**src/rtl/interrupt_controller_pkg.sv**
```systemverilog
// rtl/interrupt_controller_pkg.sv - shared encodings and bit positions for the interrupt controller
package interrupt_controller_pkg;

   typedef logic [1:0] state_t;

   localparam state_t ST_IDLE    = 2'd0;
   localparam state_t ST_REQ     = 2'd1;
   localparam state_t ST_SERVICE = 2'd2;

   localparam int IDN_W        = 8;
   localparam int GIE_BIT      = 31;
   localparam int STAT_REQ_BIT = 30;
   localparam int STAT_SVC_BIT = 31;
   localparam int STAT_IDN_LSB = 8;
   localparam int STAT_IDN_MSB = 15;

endpackage

```
**src/rtl/interrupt_controller_if.sv**
```systemverilog
// rtl/interrupt_controller_if.sv - register bus between CPU and interrupt controller
interface interrupt_controller_if #(
   parameter int BITS = 32
);
   logic            we;
   logic            re;
   logic [BITS-1:0] memAddr;
   logic [BITS-1:0] dataBusIn;
   logic [BITS-1:0] dataBusOut;

   modport master (output we, re, memAddr, dataBusIn, input dataBusOut);
   modport slave  (input we, re, memAddr, dataBusIn, output dataBusOut);
endinterface

```
**src/rtl/interrupt_controller_priority_encoder.sv**
```systemverilog
// rtl/interrupt_controller_priority_encoder.sv - lowest-set-index priority encoder
module interrupt_controller_priority_encoder
   import interrupt_controller_pkg::*;
#(
   parameter int N = 4
) (
   input  logic [N-1:0]     req,
   output logic [IDN_W-1:0] idx,
   output logic             valid
);

   // Scan downward so the lowest set index is the last one written.
   always_comb begin
      idx   = '0;
      valid = 1'b0;
      for (int i = N - 1; i >= 0; i--) begin
         if (req[i]) begin
            idx   = IDN_W'(i);
            valid = 1'b1;
         end
      end
   end

endmodule

```
**src/rtl/interrupt_controller.sv**
```systemverilog
// rtl/interrupt_controller.sv - prioritised interrupt controller with STATUS/CTRL registers
module interrupt_controller
   import interrupt_controller_pkg::*;
#(
   parameter int              BITS      = 32,
   parameter int              NUM_SRC   = 4,
   parameter logic [BITS-1:0] BASE      = 32'hF0000100,
   parameter logic [BITS-1:0] CTRL_BASE = 32'hF0000104
) (
   input  logic                clk,
   input  logic                reset,
   interrupt_controller_if.slave bus,
   input  logic [NUM_SRC-1:0]  irq_in,
   input  logic                int_ack,
   input  logic                int_ret,
   output logic                int_req,
   output logic [IDN_W-1:0]    int_idn
);

   state_t               state;
   logic [NUM_SRC-1:0]   mask;
   logic                 gie;
   logic [NUM_SRC-1:0]   qualified;
   logic [IDN_W-1:0]     winIdx;
   logic                 winValid;
   logic                 ctrlHit;
   logic                 statHit;
   logic                 ctrlWrite;
   logic [BITS-1:0]      ctrlReg;
   logic [BITS-1:0]      statReg;
   logic                 unusedData;

   assign qualified = irq_in & mask;
   assign ctrlHit   = (bus.memAddr == CTRL_BASE);
   assign statHit   = (bus.memAddr == BASE);
   assign ctrlWrite = bus.we && ctrlHit;
   assign unusedData = ^bus.dataBusIn;

   interrupt_controller_priority_encoder #(.N(NUM_SRC)) u_prio (
      .req   (qualified),
      .idx   (winIdx),
      .valid (winValid)
   );

   // FSM transitions are placed after the bus write so their GIE update wins.
   always_ff @(posedge clk or negedge reset) begin
      if (!reset) begin
         state   <= ST_IDLE;
         mask    <= '0;
         gie     <= 1'b0;
         int_idn <= '0;
         int_req <= 1'b0;
      end else begin
         if (ctrlWrite) begin
            mask <= bus.dataBusIn[NUM_SRC-1:0];
            gie  <= bus.dataBusIn[GIE_BIT];
         end
         case (state)
            ST_IDLE: begin
               if (gie && winValid) begin
                  state   <= ST_REQ;
                  int_idn <= winIdx;
                  int_req <= 1'b1;
               end
            end
            ST_REQ: begin
               if (int_ack) begin
                  state   <= ST_SERVICE;
                  gie     <= 1'b0;
                  int_req <= 1'b0;
               end
            end
            ST_SERVICE: begin
               if (int_ret) begin
                  state <= ST_IDLE;
                  gie   <= 1'b1;
               end
            end
            default: begin
               state   <= ST_IDLE;
               int_req <= 1'b0;
            end
         endcase
      end
   end

   always_comb begin
      ctrlReg                  = '0;
      ctrlReg[NUM_SRC-1:0]     = mask;
      ctrlReg[GIE_BIT]         = gie;
      statReg                  = '0;
      statReg[NUM_SRC-1:0]     = qualified;
      statReg[STAT_IDN_MSB:STAT_IDN_LSB] = int_idn;
      statReg[STAT_REQ_BIT]    = (state == ST_REQ);
      statReg[STAT_SVC_BIT]    = (state == ST_SERVICE);
   end

   always_comb begin
      bus.dataBusOut = '0;
      if (bus.re && !bus.we) begin
         if (statHit)
            bus.dataBusOut = statReg;
         else if (ctrlHit)
            bus.dataBusOut = ctrlReg;
      end
   end

endmodule
```
**src/flat_wrapper.sv**
```systemverilog
// flat-port wrapper written by rule: the top's interface ports become plain ports
module interrupt_controller_flat import interrupt_controller_pkg::*;
#(
   parameter int              BITS      = 32,
   parameter int              NUM_SRC   = 4,
   parameter logic [BITS-1:0] BASE      = 32'hF0000100,
   parameter logic [BITS-1:0] CTRL_BASE = 32'hF0000104
)
  (clk, reset, irq_in, int_ack, int_ret, int_req, int_idn, bus_we, bus_re, bus_memAddr, bus_dataBusIn, bus_dataBusOut);
  interrupt_controller_if #(.BITS(BITS)) bus_i ();
  input  logic clk;
  input  logic reset;
  input  logic [NUM_SRC-1:0] irq_in;
  input  logic int_ack;
  input  logic int_ret;
  output logic int_req;
  output logic [IDN_W-1:0] int_idn;
  input wire logic [$bits(bus_i.we)-1:0] bus_we;
  input wire logic [$bits(bus_i.re)-1:0] bus_re;
  input wire logic [$bits(bus_i.memAddr)-1:0] bus_memAddr;
  input wire logic [$bits(bus_i.dataBusIn)-1:0] bus_dataBusIn;
  output wire logic [$bits(bus_i.dataBusOut)-1:0] bus_dataBusOut;
  assign bus_i.we = bus_we;
  assign bus_i.re = bus_re;
  assign bus_i.memAddr = bus_memAddr;
  assign bus_i.dataBusIn = bus_dataBusIn;
  assign bus_dataBusOut = bus_i.dataBusOut;
  interrupt_controller #(.BITS(BITS), .NUM_SRC(NUM_SRC), .BASE(BASE), .CTRL_BASE(CTRL_BASE)) u_core (.clk(clk), .reset(reset), .bus(bus_i), .irq_in(irq_in), .int_ack(int_ack), .int_ret(int_ret), .int_req(int_req), .int_idn(int_idn));
endmodule
```
**config.mk**
```make
export PLATFORM = sky130hd
export DESIGN_NAME = interrupt_controller_flat
export DESIGN_NICKNAME = d
export VERILOG_FILES = /design/src/rtl/interrupt_controller_pkg.sv /design/src/rtl/interrupt_controller_if.sv /design/src/rtl/interrupt_controller_priority_encoder.sv /design/src/rtl/interrupt_controller.sv /design/src/flat_wrapper.sv
export SDC_FILE = /design/constraint.sdc
export NUM_CORES = 1
export LEC_CHECK = 0
export ABC_AREA = 1
export BUFFER_PORTS_ARGS = -buffer_cell sky130_fd_sc_hd__buf_2
export CELL_PAD_IN_SITES_DETAIL_PLACEMENT = 0
export CELL_PAD_IN_SITES_GLOBAL_PLACEMENT = 1
export CORE_MARGIN = 5
export CORE_UTILIZATION = 25
export DETAILED_ROUTE_END_ITERATION = 10
export PLACE_DENSITY = 0.85
export SYNTH_ARGS = -nofsm -noshare
export SYNTH_HDL_FRONTEND = slang
export SYNTH_HIERARCHICAL = 1
export SYNTH_SLANG_ARGS = --single-unit
export TNS_END_PERCENT = 30
```
**constraint.sdc**
```tcl
create_clock -name clk -period 1.75 [get_ports clk]
set_input_delay 0.0875 -clock clk [delete_from_list [all_inputs] [get_ports clk]]
set_output_delay 0.0875 -clock clk [all_outputs]
set_load 0.03 [all_outputs]
```
### Yosys cells after proc, flatten, opt, wreduce, memory -nomap -nowiden

Cells that the tools add are included.

* bitwise gates (word level): 2
* reduce and logical (&&, ||, !) cells: 8
* equal/unequal tests: 7
* multiplexer cells: 22

Operators with widths (number)
* 2-to-1 mux 32 bit: 3
* == test 32 bit (second input constant): 2
* 2-to-1 mux 8 bit: 3
* 2-to-1 mux 1 bit: 9
* 2-to-1 mux 2 bit: 4
* one-hot mux 2 bit (3 select lines): 1
* AND reduction 3 bit: 2
* bitwise AND 4 bit: 1
* inequality test 2 bit (second input constant): 2
* logical AND 1 bit: 3
* one-hot mux 1 bit (3 select lines): 1
* == test 2 x 1 -> 1 bit (second input constant): 1
* == test 2 bit (second input constant): 1
* zero test 2 bit: 1
* inequality test 2 x 1 -> 1 bit (second input constant): 1
* one-hot mux 1 bit (2 select lines): 1
* AND reduction 2 bit: 1
* zero test 1 bit: 1
* NOT 1 bit: 1

* bits of input ports: 74
* register bits: 16
* output and inout port bits: 41
* word-level logic and storage cells: 44

### Longest topological paths before layout

Gate-level depths: netlist (run 1).

* depth after elaboration: 8
* depth in mapped cells: 10
* mapped depth without buffers: 10

### By module

Netlist (run 1), hierarchy kept.

By module, submodules not included
* interrupt_controller: area an instance 1323.8 um^2, cells each 183, instances 1
* interrupt_controller_priority_encoder: area an instance 85.1 um^2, cells each 15, instances 1

### Worst setup path after synthesis (run 1)

Ideal clock, no wire load.

* kind: flip-flop to flip-flop
* start: reg u_core.mask[2]
* end: reg u_core.int_idn[0]
* stages on the path, launching flop included: 7
* arrival time: 1.266 ns
* data required time: 1.625 ns
* path slack: 0.360 ns
* buffers on the path: 0
* clock period less this slack: 1.390 ns
* cells stage by stage: dfrtp_1 > nand2_1 > inv_1 > nor2_1 > nand2_1 > nand3_1 > mux2_2

* longest elaborated chain between the ends: 6
* elaborated cells between the ends (all ways): 9
* classes of those cells: 6 x mux; 1 x bitwise; 2 x reduce/logical

RTL lines
* start: declaration: line interrupt_controller.sv:21 `logic [NUM_SRC-1:0] mask;`
* start signal: assignment: line interrupt_controller.sv:55 `mask <= bus.dataBusIn[NUM_SRC-1:0];`
* bitwise AND 4 bit: line interrupt_controller.sv:33 `assign qualified = irq_in & mask;`
* net u_core.qualified[2]: line interrupt_controller.sv:23 `logic [NUM_SRC-1:0] qualified;`
* 2-to-1 mux 1 bit (3 in series): line interrupt_controller_priority_encoder.sv:17 `if (req[i]) begin`
* net u_core.winValid: line interrupt_controller.sv:25 `logic winValid;`
* logical AND 1 bit: line interrupt_controller.sv:60 `if (gie && winValid) begin`
* AND reduction 2 bit (no source line)
* end signal: assignment: line interrupt_controller.sv:62 `int_idn <= winIdx;`
* end: declaration: line interrupt_controller.sv:17 `output logic [IDN_W-1:0] int_idn`

The timed path passes the listed nets, and every way through them passes these cells.
A chain may end at the register's enable or synchronous reset.

### Final worst setup path (run 1)

* start: reg u_core.state[0]
* end: reg u_core.int_idn[2]

* longest elaborated chain between the ends: 2

RTL lines
* start: declaration: line interrupt_controller.sv:20 `state_t state;`
* start signal: assignment: line interrupt_controller.sv:48 `state <= ST_IDLE;`
* start signal: assignment: line interrupt_controller.sv:61 `state <= ST_REQ;`
* start signal: assignment: line interrupt_controller.sv:68 `state <= ST_SERVICE;`
* zero test 2 bit: line interrupt_controller.sv:58 `case (state)`
* AND reduction 2 bit (no source line)

Every way passes these cells.

==> results of run 1 <==
[cells in the mapped netlist (all sizes together)]
cell	instances
ha	3
dfrtp	16
buf	25
nand3	12
o21ai	3
or2	1
inv	28
a21oi	6
nor2	33
nand2	56
o211ai	1
conb	2
mux2	8
nor3	3
nand4	1
[stage by stage]
stage,std cells,utilization (%),worst slack (ns),hold WS (ns)
finish,341,32.6,0.168,0.0371
CTS,341,32.6,0.142,0.0317
floorplan,220,-,0.360,-0.208
detailed placement,337,31.7,0.147,0.0259
global route,341,32.6,0.0524,0.0474
global placement,337,31.7,0.158,0.0209
[cell usage in the layout (no fill, tap or decap), types with 3 or more instances in the layout]
cell / count
dfrtp_1: 16
inv_2: 5
nand3_1: 11
buf_2: 69
o21ai_0: 3
nand2_1: 52
inv_1: 23
a21oi_1: 5
ha_1: 3
nor2_2: 8
clkbuf_8: 3
nor2_1: 23
mux2_2: 8
conb_1: 24
[worst paths after layout]
check,slack (ns),endpoint,from,depth (start not counted)
max,0.17,u_core/int_idn[2],u_core/state[0],5
min,0.04,u_core/mask[2],bus_dataBusIn[2],3
max reg2reg,0.17,u_core/int_idn[2],u_core/state[0],5
min reg2reg,0.50,u_core/mask[0],u_core/mask[0],2
max in group asynchronous,1.19,u_core/int_idn[2],reset,2
min in group asynchronous,0.29,u_core/mask[1],reset,2
[report_power, final]
group	total [mW]	internal (mW)	switching [mW]	leakage, nW
sequential	0.446	0.416	0.0306	0.219
combinational	0.404	0.140	0.264	0.853
clock	0.263	0.152	0.111	0.0216
total	1.11	0.708	0.405	1.09
[routing by layer]
metal,vias to the layer above,wire (um),GRT usage (%)
met2,51,1620,16.9
met4,0,44,2.73
li1,699,-,-
met1,579,1380,10.9
met3,4,339,2.52
met5,-,0,0
[cells by family after synthesis]
logic type,synth area share (%)
compound gates,4.00
mux,6.39
simple gates,36.9
other cells,0.533
buf+inv,21.0
fa+ha+maj,2.66
flops,28.4
[state kept, by name, summed over array words and instances (netlist names)]
register	cells
u_core/int_req	1
u_core/int_idn	8
u_core/state	2
u_core/gie	1
u_core/mask	4
[final cells by class]
| class | count | area (um2) |
|---|---|---|
| Tap cell | 72 | 90.1 |
| Multi-Input combinational cell | 151 | 795 |
| Fill cell | 595 | 3710 |
| Inverter | 28 | 105 |
| Sequential cell | 16 | 400 |
| Timing Repair Buffer | 71 | 363 |
| Clock buffer | 3 | 41.3 |
[critical path: stages, from the launching register on]
cell	delay, ns
dfrtp_1	0.40
inv_1	0.09
ha_1	0.20
nand3_1	0.27
buf_4	0.25
mux2_2	0.26
[repair_timing]
item | CTS | global route
endpoints found under the setup margin | 0 | 0
hold buffers | 1 | 0
endpoints found under the hold margin | 16 | 0
==> results by group, run 1 <==
Yosys
  • Post-Synthesis Cells: slightly below 200
  • Synth area leaders: dfrtp_1, nand2_1, buf_4
  • Mapped Avg Cell Area: approximately 7 um2
  • Post-synthesis cell area: 1410 um2
  • Synth area leader: dfrtp_1
  • Sequential share of the synthesized area: between 20 and 30%
  • Register bit total from synthesis: 16
  • Synth unique cells: 26
  • Synthesis warning total: 6
  • Post-synth top area share: 28.4%

CTS
  • Buffer depth of the longest clock path: 2
  • # resized after CTS: 0
  • Clock Latency Late Sink: ~0.24 ns
  • CTS tree: yes
  • H-tree depth: 1
  • Total clock buffers created by CTS: 3
  • Post-CTS Setup Repair Bufs: 0
  • Clk pin slew, worst setup/hold paths: 0.06 ns
  • Clk sinks: 16
  • CTS Root Cell: clkbuf_8

Critical path
  • Critical path class: flip-flop to flip-flop
  • Crit start category: flip-flop
  • CP Capture Type: flip-flop
  • Critical Path AT: between 1.5 and 2 ns
  • Worst Path Required: roughly 1.9 ns
  • Worst Path Max Fanout: 6

Placement
  • Post-Place Cell Area: 1740 um2
  • GPL Wtd Cong: 0.806
  • Post-DP HPWL: 2920 um
  • Port bufs: just under 70

Timing
  • Period minus WS final: 1.58 ns
  • Setup TNS: 0 ns
  • Hold Fails Final Rpt: 0
  • Worst Skew: 0.00454 ns
  • Peak Freq: 0.632 GHz
  • Final period util: 90.4%
  • Final Setup Violations: 0
  • Unrepaired setup endpoints after global routing: no
  • Max-slew violations: 0

Floorplanning
  • Die footprint: 7240 um2
  • Cell row count: 27
  • # IOs: 115
  • Initial core utilization: 25.6%
  • Die Ht: 85.1 um
  • Core ar.: 5510 um2
  • Die Wd: 85.1 um

Route
  • Vias per inst: 3.91
  • DRC violations left: 0
  • Antenna viol nets, final: 0
  • First-iteration detailed-routing DRC count: 58
  • Vias: ~1300
  • Wirelength per Cell: 9.93 um
  • DR pass1 iterations: 6
  • Total Wirelength: 3390 um

Global routing
  • Vias in the first global route: 1349
  • Gr usage total: 9.44%
  • Pin count of the biggest net entering global routing: 17
  • Remaining Overflow, GRT: 0
  • Global-route wire length before repair: approximately 5700 um
  • Initial antenna violation count: 0

Pwr
  • Static leakage: 1.09 nW
  • PD cells: 620 nW/um2
  • Total Power: 1.11 mW
  • Worst VDD drop: between 0.0004 and 0.0005 V

Flow run
  • Max-Cap Viols: 0

Cells and area
  • Nets: 348
  • Area Overhead vs Synth: 27.4%
  • Fin area: between 1500 and 2000 um2
  • Ant diodes: 0
  • Layout cells sized above 1: 39.4%

Run status
  • Status: completed

Min path
  • Worst min path class: primary input to flip-flop
Note: power is estimated with default switching activity, not from simulation.
==> run 2, diff against run 1 <==
--- a/config.mk
+++ b/config.mk
@@ -12,7 +12,7 @@
 export CORE_MARGIN = 5
 export CORE_UTILIZATION = 25
 export DETAILED_ROUTE_END_ITERATION = 10
-export PLACE_DENSITY = 0.85
+export PLACE_DENSITY = 0.8
 export SYNTH_ARGS = -nofsm -noshare
 export SYNTH_HDL_FRONTEND = slang
 export SYNTH_HIERARCHICAL = 1
==> run 2 against run 1 <==
Compared with the run above:
- clock-buffer cell count stayed put
- critical endpoint is now u_core/int_idn[4]
- first-iteration DRC count is 5.2% higher
- non-clock buffer count stayed put
- highest routed layer is now met3
- sequential power hardly changed
==> results by group, run 2 (same netlist as run 1, synthesis figures left out) <==
Pwr
  • Static leakage: 1.09 nW (unchanged)
  • Worst VDD drop: 0.000433 V (-4.3%)
  • PD cells: 624 nW/um2 (+0.57%)
  • Total Power: 1.12 mW (+0.57%)

Global routing
  • Pin count of the biggest net entering global routing: 17 (unchanged)
  • Met3 Track Usage GR: 2.23% (-0.29 points)
  • Remaining Overflow, GRT: 0 (unchanged)
  • GR Layer Usage met1: 11.7% (+0.86 points)
  • Vias in the first global route: 1288 (-4.5%)
  • Met2 Use GR: 16.8% (-0.14 points)
  • Busiest layer in global routing: met2
  • Global-route wire length before repair: 5720 um (-0.35%)
  • Initial antenna violation count: 0 (unchanged)
  • Gr usage total: 9.49% (+0.054 points)

Placement
  • GPL Wtd Cong: 0.791 (-1.8%)
  • Pre-CTS WS: 0.297 ns (+0.150 ns)
  • Port bufs: 69 (unchanged)
  • Post-Place Cell Area: 1740 um2 (unchanged)
  • Post-DP HPWL: 3000 um (+2.6%)

Route
  • Wirelength per Cell: 10.2 um (+2.8%)
  • Vias per inst: 3.88 (-0.75%)
  • Antenna viol nets, final: 0 (unchanged)
  • DRC violations left: 0 (unchanged)
  • DR pass1 iterations: 4 (-2)
  • Total Wirelength: 3480 um (+2.8%)
  • Vias: 1323 (-0.75%)
  • First-iteration detailed-routing DRC count: 61 (+5.2%)

Timing
  • Period minus WS final: 1.45 ns (-0.129 ns)
  • Unrepaired setup endpoints after global routing: no
  • Worst Skew: 0.00131 ns (-0.00322 ns)
  • Setup TNS: 0 ns (unchanged)
  • Peak Freq: 0.688 GHz (+8.8%)
  • Max-slew violations: 0 (unchanged)
  • PnR worst setup slack: 0.297 ns (+0.129 ns)
  • Final period util: 83.0% (-7.3 points)
  • Final Setup Violations: 0 (unchanged)
  • Hold Fails Final Rpt: 0 (unchanged)

Floorplanning
  • Die Wd: 85.1 um (unchanged)
  • Die Ht: 85.1 um (unchanged)
  • # IOs: 115 (unchanged)
  • Core ar.: 5510 um2 (unchanged)
  • Cell row count: 27 (unchanged)
  • Die footprint: 7240 um2 (unchanged)
  • Initial core utilization: 25.6% (unchanged)

Critical path
  • Crit start category: flip-flop
  • Cell family with most CP delay: flip-flops
  • Worst r2r src: u_core/state[1]
  • WP buf/inv: 2 (unchanged)
  • Worst path cell trace: inv_1 -> ha_1 -> nand3_1 -> buf_4 -> mux2_2
  • RR Endpoint: u_core/int_idn[4]
  • Worst Path Required: 1.88 ns (about the same)
  • CP Capture Type: flip-flop
  • Critical Path AT: 1.58 ns (-0.13 ns)
  • Worst Path Max Fanout: 6 (unchanged)
  • CP peak stage delay: 0.39 ns (about the same)
  • Setup slack, reg-to-reg: 0.30 ns (+0.13 ns)
  • Critical path class: flip-flop to flip-flop
  • R2R depth: 5 (unchanged)
  • Critical path's slowest cell: dfrtp_1

Cells and area
  • Layout cells sized above 1: 39.4% (unchanged)
  • Largest registers: u_core/int_idn x8, u_core/mask x4, u_core/state x2
  • Utilization after layout: 32.6% (unchanged)
  • Fin area: 1790 um2 (unchanged)
  • Area Overhead vs Synth: 27.4% (unchanged)
  • Most common cell after layout, fill and taps aside: buf_2
  • Ant diodes: 0 (unchanged)
  • Fillers: 628 (+5.5%)
  • Largest Register: u_core/int_idn
  • Commonest non-fill, non-tap cells in the layout: buf_2, nand2_1, conb_1
  • Max reg flops: 8 (unchanged)
  • Nets: 348 (unchanged)

CTS
  • H-tree depth: 1 (unchanged)
  • Clk pin slew, worst setup/hold paths: 0.06 ns (about the same)
  • # resized after CTS: 0 (unchanged)
  • CTS tree: yes
  • Buffer depth of the longest clock path: 2 (unchanged)
  • CTS Root Cell: clkbuf_8
  • Clock Latency Late Sink: 0.24 ns (about the same)
  • Clk sinks: 16 (unchanged)
  • Total clock buffers created by CTS: 3 (unchanged)

Flow run
  • Max-Cap Viols: 0 (unchanged)

Min path
  • Hold depth: 3 (unchanged)
  • Hold_sp: bus_dataBusIn[1]
  • Worst min path class: primary input to flip-flop
  • WHS Endpoint: u_core/mask[1]

Run status
  • Status: completed
run 2: timing repair:
| action | in CTS | in global routing |
|---|---|---|
| buffers inserted | 0 | 0 |
| hold buffers | 1 | 0 |
| endpoints found under the hold margin | 16 | 0 |
run 2: per-stage QoR:
stage               cells  hold WS [ns]
global placement      337        0.0210
floorplan             220        -0.208
finish                341        0.0374
global route          341        0.0564
detailed placement    337        0.0271
CTS                   341        0.0304
run 2: worst max-delay path by stage:
stage                    start                  to  slack, ns  cells past startpoint
3_3_place_gp   u_core/state[0]   u_core/int_idn[4]       0.32                      5
4_1_cts        u_core/state[0]   u_core/int_idn[4]       0.28                      5
2_1_floorplan   u_core/mask[2]   u_core/int_idn[0]       0.36                      6
6_report       u_core/state[1]   u_core/int_idn[4]       0.30                      5
5_1_grt        u_core/state[0]  bus_dataBusOut[31]       0.12                      5
3_5_place_dp   u_core/state[0]   u_core/int_idn[4]       0.30                      5
run 2: cell type report:
class | count | area, um2 | share of cell area, %
Multi-Input combinational cell | 151 | 795 | 44.3
Sequential cell | 16 | 400 | 22.3
Timing Repair Buffer | 71 | 363 | 20.2
Inverter | 28 | 105 | 5.86
Tap cell | 72 | 90.1 | 5.02
Clock buffer | 3 | 41.3 | 2.30
run 2: metal layers:
metal	part of all wire [%]	up-vias
met5	0	-
met4	0	0
met3	7.6	0
met2	50	42
met1	43	585
li1	-	696
run 2: worst register-to-register path, cell delays in order (launching register included):
cell     delay, ns
dfrtp_1       0.39
inv_1         0.09
ha_1          0.21
nand3_1       0.17
buf_4         0.21
mux2_2        0.27
run 2: report_power, final:
| group | leakage, nW | total, mW | switching, mW | internal, mW |
|---|---|---|---|---|
| clock network | 0.0216 | 0.267 | 0.115 | 0.152 |
| logic | 0.853 | 0.407 | 0.266 | 0.142 |
| registers | 0.219 | 0.445 | 0.0293 | 0.416 |
| total | 1.09 | 1.12 | 0.410 | 0.709 |
==> run 3, diff against run 2 <==
==> constraint.sdc (replaced) <==
create_clock -name clk -period 1.4 [get_ports clk]
set_input_delay 0.07 -clock clk [delete_from_list [all_inputs] [get_ports clk]]
set_output_delay 0.07 -clock clk [all_outputs]
set_load 0.03 [all_outputs]
==> run 3 against run 2 <==
Compared with the run above:
- die area did not move
- design area increased by 11%
- routed wire length up 4.1%
- global-route usage is 0.20 points lower
- utilization grew 3.7 points
- register-to-register slack worse by 0.28 ns
- critical path depth unchanged
- largest power group is now combinational logic
- combinational power rose by 69%
- sequential share of layout area fell by 2.3 points
- critical path type unchanged
- hold slack got worse by 0.0059 ns
- clock power rose by 22%
- cell count rose by 4.1%
==> results by group, run 3 (same netlist as run 1, synthesis figures left out) <==
Route
  • First-iteration detailed-routing DRC count: 53 (-13%)
  • Antenna viol nets, final: 0 (unchanged)
  • Total Wirelength: 3620 um (+4.1%)
  • Vias: 1369 (+3.5%)
  • Wirelength per Cell: 10.2 um (about the same)
  • DRC violations left: 0 (unchanged)
  • DR pass1 iterations: 3 (-1)
  • Vias per inst: 3.86 (-0.60%)

Timing
  • Peak Freq: 0.723 GHz (+5.1%)
  • Worst hold slack: 0.0315 ns (-0.00585 ns)
  • Max-slew violations: 0 (unchanged)
  • Hold Fails Final Rpt: 0 (unchanged)
  • Worst Skew: 0.00186 ns (+0.000542 ns)
  • Final Setup Violations: 0 (unchanged)
  • Final period util: 98.8% (+16 points)
  • Period minus WS final: 1.38 ns (-0.0706 ns)
  • Unrepaired setup endpoints after global routing: yes

Global routing
  • Remaining Overflow, GRT: 0 (unchanged)
  • Pin count of the biggest net entering global routing: 17 (unchanged)
  • Global-route wire length before repair: 5690 um (-0.49%)
  • Vias in the first global route: 1326 (+3.0%)
  • Initial antenna violation count: 0 (unchanged)
  • Gr usage total: 9.29% (-0.20 points)

Floorplanning
  • Die Wd: 85.1 um (unchanged)
  • Cell row count: 27 (unchanged)
  • Die Ht: 85.1 um (unchanged)
  • # IOs: 115 (unchanged)
  • Initial core utilization: 25.6% (unchanged)
  • Die footprint: 7240 um2 (unchanged)
  • Core ar.: 5510 um2 (unchanged)

Cells and area
  • Max reg flops: 8 (unchanged)
  • Largest Register: u_core/int_idn
  • Area Overhead vs Synth: 41.9%
  • Largest registers: u_core/int_idn x8, u_core/mask x4, u_core/state x2
  • Fillers: 583 (-7.2%)
  • Final Instance Count excl. Fillers: 355 (+4.1%)
  • Commonest non-fill, non-tap cells in the layout: buf_2, nand2_1, conb_1
  • Most common cell after layout, fill and taps aside: buf_2
  • Area of the multi-input gates: 867 um2 (+9.1%)
  • Sequential cell area: 400 um2 (unchanged)
  • Ant diodes: 0 (unchanged)
  • Nets: 362 (+4.0%)
  • Layout cells sized above 1: 46.6% (+7.2 points)

Placement
  • GPL Wtd Cong: 0.770 (-2.7%)
  • Placed Instances: 348 (+3.3%)
  • Post-DP HPWL: 3000 um (+0.16%)
  • Port bufs: 69 (unchanged)

CTS
  • Total clock buffers created by CTS: 3 (unchanged)
  • CTS Root Cell: clkbuf_8
  • Clock Latency Late Sink: 0.24 ns (about the same)
  • Buffer depth of the longest clock path: 2 (unchanged)
  • Clk sinks: 16 (unchanged)
  • CTS tree: yes
  • Clk pin slew, worst setup/hold paths: 0.06 ns (about the same)
  • H-tree depth: 1 (unchanged)

Pwr
  • Total Power: 1.57 mW (+41%)
  • Worst VDD drop: 0.000713 V (+65%)
  • PD cells: 787 nW/um2 (+26%)
  • Static leakage: 1.17 nW (+7.0%)

Min path
  • Worst min path class: primary input to flip-flop

Critical path
  • Crit start category: flip-flop
  • Cell family with most CP delay: flip-flops
  • CP Capture Type: flip-flop
  • Critical path's slowest cell: dfrtp_1
  • Critical Path AT: 1.51 ns (-0.07 ns)
  • CP peak stage delay: 0.37 ns (-0.02 ns)
  • Critical path class: flip-flop to flip-flop
  • WP buf/inv: 2 (unchanged)
  • Worst Path Required: 1.52 ns (-0.36 ns)
  • Worst Path Max Fanout: 4 (-2)
  • Worst path cell trace: inv_1 -> ha_2 -> nand3_4 -> buf_4 -> mux2_2

Flow run
  • Max-Cap Viols: 0 (unchanged)

Run status
  • Status: completed
run 3: routing by layer:
| metal | GRT usage (%) | part of all wire (%) | up-vias |
|---|---|---|---|
| li1 | - | - | 732 |
| met1 | 11.4 | 43 | 595 |
| met2 | 16.4 | 49 | 42 |
| met3 | 2.72 | 7.9 | 0 |
| met4 | 1.29 | 0 | 0 |
| met5 | 0 | 0 | - |
run 3: power by group:
group	total, mW	leakage (nW)	internal [mW]	switching (mW)
registers	0.560	0.219	0.520	0.0409
clock network	0.325	0.0216	0.190	0.135
logic	0.689	0.929	0.283	0.405
run 3: final timing paths:
path,start,end,slack (ns),depth (start not counted)
max reg2reg,u_core/state[0],u_core/int_idn[7],0.02,5
min,bus_dataBusIn[3],u_core/mask[3],0.03,3
min in group asynchronous,reset,u_core/int_idn[0],0.28,2
max in group asynchronous,reset,u_core/mask[0],0.86,2
max,u_core/state[0],u_core/int_idn[7],0.02,5
min reg2reg,u_core/int_req,u_core/int_req,0.50,2
run 3: area by class of cell:
| class | count | area share [%] |
|---|---|---|
| multi-input combinational | 152 | 43.4 |
| inverter | 28 | 5.44 |
| sequential | 16 | 20.0 |
| timing repair buffer | 84 | 24.6 |
| tap | 72 | 4.51 |
| clock buffer | 3 | 2.07 |
run 3: repair_timing:
item	CTS	global route
hold buffers	1	0
cloned	0	1
setup endpoints to repair	10	18
hold endpoints to repair	16	0
pin swaps	0	8
gates resized for setup	4	24
buffers inserted	0	2
run 3: per-stage QoR:
stage          setup TNS (ns)  area [um2]  utilization, %  setup WS, ns
6_report                    0        2000            36.3        0.0175
2_1_floorplan               0        1490               -       0.00973
3_5_place_dp           -0.410        1830            33.2       -0.0574
3_3_place_gp           -0.339        1830            33.2       -0.0525
5_1_grt                -0.447        2000            36.3       -0.0612
4_1_cts               -0.0211        1890            34.3       -0.0211
run 3: worst register-to-register path, cell delays in order, from the launching register on:
cell	delay [ns]
dfrtp_1	0.37
inv_1	0.12
ha_2	0.23
nand3_4	0.12
buf_4	0.17
mux2_2	0.26
